`config.mk`:
```
export PLATFORM = sky130hd
export DESIGN_NAME = life_gen_ctrl_flat
export DESIGN_NICKNAME = d
export VERILOG_FILES = /design/src/rtl/life_gen_ctrl_if.sv /design/src/rtl/life_gen_ctrl.sv /design/src/flat_wrapper.sv
export SDC_FILE = /design/constraint.sdc
export NUM_CORES = 1
export LEC_CHECK = 0
export BUFFER_PORTS_ARGS = -buffer_cell sky130_fd_sc_hd__buf_2
export CAP_MARGIN = 20
export CELL_PAD_IN_SITES_DETAIL_PLACEMENT = 1
export CELL_PAD_IN_SITES_GLOBAL_PLACEMENT = 2
export CORE_MARGIN = 2
export CORE_UTILIZATION = 33
export CTS_CLUSTER_SIZE = 25
export DETAILED_ROUTE_END_ITERATION = 7
export PLACE_DENSITY = 0.85
export REMOVE_ABC_BUFFERS = 1
export SLEW_MARGIN = 20
export SYNTH_ARGS = -nofsm -noshare
export SYNTH_HDL_FRONTEND = slang
export SYNTH_SLANG_ARGS = --single-unit
```
`constraint.sdc`:
```
create_clock -name clk -period 2.6 [get_ports clk]
set_input_delay 0.52 -clock clk [delete_from_list [all_inputs] [get_ports clk]]
set_output_delay 0.52 -clock clk [all_outputs]
set_load 0.05 [all_outputs]
```
`src/rtl/life_gen_ctrl_if.sv`:
```
// rtl/life_gen_ctrl_if.sv - handshake bundle between the generation controller and the grid datapath
interface life_gen_ctrl_if;
    logic        grid_load;   // 1-cycle pulse: datapath loads load_data into the grid
    logic [63:0] load_data;   // seed value presented to the datapath
    logic        step_start;  // 1-cycle pulse: datapath begins the next generation
    logic        step_done;   // 1-cycle pulse: datapath finished the current generation

    modport master (
        output grid_load,
        output load_data,
        output step_start,
        input  step_done
    );

    modport slave (
        input  grid_load,
        input  load_data,
        input  step_start,
        output step_done
    );
endinterface

```
`src/rtl/life_gen_ctrl.sv`:
```
// rtl/life_gen_ctrl.sv - seed load / generation step sequencer for the 8x8 life grid datapath
module life_gen_ctrl #(
    parameter int RATE_DIV = 12500000,
    parameter int GEN_W    = 16,
    parameter int TIMEOUT  = 1024
) (
    input  logic             clk,
    input  logic             reset,
    input  logic             switch1,
    input  logic             switch2,
    input  logic             load,
    input  logic [63:0]      seed,
    life_gen_ctrl_if.master  dp,
    output logic [GEN_W-1:0] gen_count,
    output logic             busy,
    output logic             err
);

    localparam int DIV_W = (RATE_DIV > 1) ? $clog2(RATE_DIV) : 1;
    localparam int TMO_W = (TIMEOUT > 1) ? $clog2(TIMEOUT) : 1;

    localparam logic [DIV_W-1:0] DIV_LAST = DIV_W'(RATE_DIV - 1);
    localparam logic [TMO_W-1:0] TMO_LAST = TMO_W'(TIMEOUT - 1);

    localparam logic [2:0] S_IDLE      = 3'd0;
    localparam logic [2:0] S_LOAD      = 3'd1;
    localparam logic [2:0] S_RUN_WAIT  = 3'd2;
    localparam logic [2:0] S_START     = 3'd3;
    localparam logic [2:0] S_WAIT_DONE = 3'd4;

    logic [2:0]       state_q, state_d;
    logic [DIV_W-1:0] div_q,   div_d;
    logic [TMO_W-1:0] tmo_q,   tmo_d;
    logic [GEN_W-1:0] gen_q,   gen_d;
    logic [63:0]      data_q,  data_d;
    logic             err_q,   err_d;
    logic             sw2_q;
    logic             step_req;

    // An edge is a single press; only IDLE consumes it, so it is never queued.
    assign step_req = switch2 & ~sw2_q;

    // Next-state and datapath-register update rules for each controller state.
    always_comb begin
        state_d = state_q;
        div_d   = div_q;
        tmo_d   = tmo_q;
        gen_d   = gen_q;
        data_d  = data_q;
        err_d   = err_q;
        case (state_q)
            S_IDLE: begin
                if (load) begin
                    data_d  = seed;
                    state_d = S_LOAD;
                end else if (switch1) begin
                    div_d   = '0;
                    state_d = S_RUN_WAIT;
                end else if (step_req) begin
                    state_d = S_START;
                end
            end
            S_LOAD: begin
                gen_d   = '0;
                err_d   = 1'b0;
                state_d = S_IDLE;
            end
            S_RUN_WAIT: begin
                if (load) begin
                    data_d  = seed;
                    state_d = S_LOAD;
                end else if (!switch1) begin
                    div_d   = '0;
                    state_d = S_IDLE;
                end else if (div_q == DIV_LAST) begin
                    div_d   = '0;
                    state_d = S_START;
                end else begin
                    div_d   = div_q + 1'b1;
                end
            end
            S_START: begin
                tmo_d   = '0;
                state_d = S_WAIT_DONE;
            end
            S_WAIT_DONE: begin
                // load and switch1 are deliberately not sampled here; the
                // datapath must finish (or time out) before anything else.
                if (dp.step_done) begin
                    gen_d = gen_q + 1'b1;
                    if (switch1) begin
                        div_d   = '0;
                        state_d = S_RUN_WAIT;
                    end else begin
                        state_d = S_IDLE;
                    end
                end else if (tmo_q == TMO_LAST) begin
                    err_d   = 1'b1;
                    state_d = S_IDLE;
                end else begin
                    tmo_d = tmo_q + 1'b1;
                end
            end
            default: begin
                state_d = S_IDLE;
            end
        endcase
    end

    // State and counter registers; reset aborts any in-flight step.
    always_ff @(posedge clk or negedge reset) begin
        if (!reset) begin
            state_q <= S_IDLE;
            div_q   <= '0;
            tmo_q   <= '0;
            gen_q   <= '0;
            data_q  <= '0;
            err_q   <= 1'b0;
        end else begin
            state_q <= state_d;
            div_q   <= div_d;
            tmo_q   <= tmo_d;
            gen_q   <= gen_d;
            data_q  <= data_d;
            err_q   <= err_d;
        end
    end

    // switch2 history for rising-edge detection, tracked in every state.
    always_ff @(posedge clk or negedge reset) begin
        if (!reset) begin
            sw2_q <= 1'b0;
        end else begin
            sw2_q <= switch2;
        end
    end

    // Moore outputs decoded from the state register only.
    assign dp.grid_load  = (state_q == S_LOAD);
    assign dp.step_start = (state_q == S_START);
    assign dp.load_data  = data_q;
    assign busy          = (state_q == S_LOAD) || (state_q == S_START) ||
                           (state_q == S_WAIT_DONE);
    assign gen_count     = gen_q;
    assign err           = err_q;

endmodule

```
`src/flat_wrapper.sv`:
```
// flat-port wrapper written by rule: the top's interface ports become plain ports
module life_gen_ctrl_flat 
#(
    parameter int RATE_DIV = 12500000,
    parameter int GEN_W    = 16,
    parameter int TIMEOUT  = 1024
)
  (clk, reset, switch1, switch2, load, seed, gen_count, busy, err, dp_grid_load, dp_load_data, dp_step_start, dp_step_done);
  life_gen_ctrl_if dp_i ();
  input  logic clk;
  input  logic reset;
  input  logic switch1;
  input  logic switch2;
  input  logic load;
  input  logic [63:0] seed;
  output logic [GEN_W-1:0] gen_count;
  output logic busy;
  output logic err;
  output wire logic [$bits(dp_i.grid_load)-1:0] dp_grid_load;
  output wire logic [$bits(dp_i.load_data)-1:0] dp_load_data;
  output wire logic [$bits(dp_i.step_start)-1:0] dp_step_start;
  input wire logic [$bits(dp_i.step_done)-1:0] dp_step_done;
  assign dp_grid_load = dp_i.grid_load;
  assign dp_load_data = dp_i.load_data;
  assign dp_step_start = dp_i.step_start;
  assign dp_i.step_done = dp_step_done;
  life_gen_ctrl #(.RATE_DIV(RATE_DIV), .GEN_W(GEN_W), .TIMEOUT(TIMEOUT)) u_core (.clk(clk), .reset(reset), .switch1(switch1), .switch2(switch2), .load(load), .seed(seed), .dp(dp_i), .gen_count(gen_count), .busy(busy), .err(err));
endmodule
```
==> run metrics <==
vias in the first global route around 4600; cell count after synthesis approximately 470; CP Data Arrival Time around 2700 ps; Ys Warns 0; num rows 46; layout cells sized above 1 41.5%; max_cap viols 0; register share of total power between 30% and 40%; Adder-Cell Fraction of Synth Area less than 1%; Detailed Routing Iterations Pass 1 4; top cells by count, synth dfrtp_1, mux2_2, nand2_1; mux share of post-synthesis cell area around an eighth; CP Capture Type register; clock sink total about 120; Compound-Gate Fraction of Synth Area between 8 and 9%; Slew HR roughly two fifths; CTS Hold Buffers Added 0; post-route ant nets 0; grt ovf 0; Die X approximately 130 um; CP max stage delay 770 ps; number of unique standard cell types used by synthesis 48; Mapped Area roughly 0.0054 mm^2; startpoint types register; Fmax 423 MHz; CTS tree built; Least-Margin Pin Slew about 890 ps; VDD IR-drop max between 500 and 600 uV; Clk Latency, worst-skew pair about 420 ps; Worst EP required slightly below 3000 ps; clock buffer depth 2; Gate power share ~44%; #FFs+latches synth ~120; crit path time final roughly 2400 ps; Pins Over Slew Limit 0; Synth area leaders dfrtp_1, mux2_2, nand3_1; IO Pins 154; TritonCTS buffer count 17; post-CTS setup buffers 0; Post-DP HPWL between 10000 and 15000 um; CP Class reg2reg; Seq/Total Area, Yosys roughly 55%; worst-path cell chain ha_1, and4_1, nand4_1, o211ai_1, buf_4, or3_1, o21ai_1; chip height roughly 130 um; area of the core 0.0159 mm^2; initial antenna violation count 1; final worst path period share 90.9%; first-pass GRT wire length between 20000 and 25000 um; Net Switching around 0.0042 W; worst hold path type in2async; largest family of logic cells by synthesized area simple AND/OR/NAND/NOR gates; switching part of the total a little under half; CP Buf/Inv Count 1; final core utilization between 40% and 50%; Post-synth EDFFs 0; XOR/XNOR Fraction of Synth Area under 10%; post-CTS resize count 0; largest net degree at the start of global routing 65; Total GRT Usage about 18%; asr flop ratio synth 100%; average wire per standard cell 17.3 um; RSZ-0062 raised after global routing no; area growth from synthesis to layout 30.3%; IO buf count ~150; antenna cells 0; CP top delay family compound AO/OA/AOI/OAI gates; Final Hold Violating Endpoints 0; pwr dens between 1000 and 1500 mW/mm^2; Mean Syn Cell Area around 11 um^2; final instance area between 0.007 and 0.008 mm^2; clock share of power between 20 and 30%; root buffer cell clkbuf_16; most numerous cell in the Yosys netlist dfrtp_1; leakage power total roughly 3.2 nW; Clock Pin Slew Worst Setup and Hold Paths ~60 ps; Initial Util 33.9%; biggest area consumer among synthesized cells dfrtp_1; CTS HTree Levels 4; Layout Nets slightly above 700; slowest CP cell o211ai_1; DIE AREA 0.0174 mm^2; Final Skew 14.2 ps; via density per instance between 5 and 6; WL final roughly 15000 um; Setup violations, final 0; predominant post-synthesis flop cell dfrtp_1; post-synth top area share 55.1%; Placer Congestion 0.790; DRC viols 0; Simple-Gate Fraction of Synth Area between 15 and 20%; Placed Area 0.00645 mm^2; status finished, final reports clean; Detailed Route Iter0 Violations 186; P_int ~0.0051 W; crit-path max FO 11; total number of vias about 4400
state kept, by name (all words and copies together), names as in the netlist:
| register | flops |
|---|---|
| u_core.state_q | 3 |
| u_core.tmo_q | 10 |
| u_core.sw2_q | 1 |
| u_core.div_q | 24 |
| u_core.dp.load_data | 64 |
| u_core.err | 1 |
| u_core.gen_count | 16 |
final timing paths:
path                       slack (ps)            start  cells after the start                 endpoint
min in group clk                  270          switch2                      1             u_core.sw2_q
max reg2reg                       240  u_core.div_q[0]                      7         u_core.div_q[17]
min                                40            reset                      1  u_core.dp.load_data[13]
max                               240  u_core.div_q[0]                      7         u_core.div_q[17]
max in group asynchronous        1920            reset                      2      u_core.gen_count[0]
min reg2reg                       490       u_core.err                      2               u_core.err
power groups by stage:
stage | combinational, W | sequential, W | clock [W]
2_1_floorplan | 0.00117 | 0.00464 | 0
3_3_place_gp | 0.00402 | 0.00278 | 0
3_5_place_dp | 0.00411 | 0.00285 | 0
4_1_cts | 0.00413 | 0.00282 | 0.00240
5_1_grt | 0.00428 | 0.00290 | 0.00249
6_report | 0.00409 | 0.00282 | 0.00234
worst reg2reg max path: stages (launching register included):
cell,delay (ps)
dfrtp_1,410
ha_1,220
and4_1,220
nand4_1,180
o211ai_1,770
buf_4,280
or3_1,110
o21ai_1,50
metal layers:
metal	vias to the layer above	track usage, %	share of wire, %
li1	2043	-	-
met1	2182	21.8	44
met2	123	30.2	49
met3	19	5.31	5.3
met4	2	5.07	1.2
met5	-	0	0.11
layout make-up:
type	instances	area (um^2)
Tap cell	216	270
Multi-Input combinational cell	319	2270
Timing Repair Buffer	165	883
Clock buffer	19	433
Clock inverter	13	155
Sequential cell	119	2980
Fill cell	1776	8910
Inverter	13	48.8
metrics by stage:
step / hold WS, ps / worst slack [ps] / TNS (ps) / instances / power [W]
finish: 41.5 / 237 / 0 / 864 / 0.00925
global route: 55.2 / 25.8 / 0 / 864 / 0.00968
CTS: 42.8 / 195 / 0 / 864 / 0.00935
detailed placement: 484 / 184 / 0 / 832 / 0.00695
global placement: 477 / 275 / 0 / 832 / 0.00680
floorplan: 224 / -173 / -11090 / 451 / 0.00581
kinds of logic after synthesis:
| group | Yosys count |
|---|---|
| muxes | 64 |
| buffers and inverters | 36 |
| DFF | 119 |
| xor gates and xnor gates | 17 |
| and+or+nand+nor | 168 |
| AOI/OAI and AO/OA | 67 |
| adders and majority gates | 3 |
cells in the final DEF (no fill, tap or decap), drive strengths merged, types with 5 or more instances in the layout:
cell / n
a21oi: 8
and2: 6
and3: 6
and4: 7
buf: 165
clkbuf: 19
clkinv: 6
dfrtp: 119
inv: 14
mux2: 64
nand2: 39
nand2b: 5
nand3: 33
nand4: 9
nor2: 33
nor4: 6
o211ai: 7
o21ai: 18
o311ai: 10
o31ai: 5
or3: 5
or4: 6
xnor2: 8
xor2: 9
Note: power is estimated with default switching activity, not from simulation.
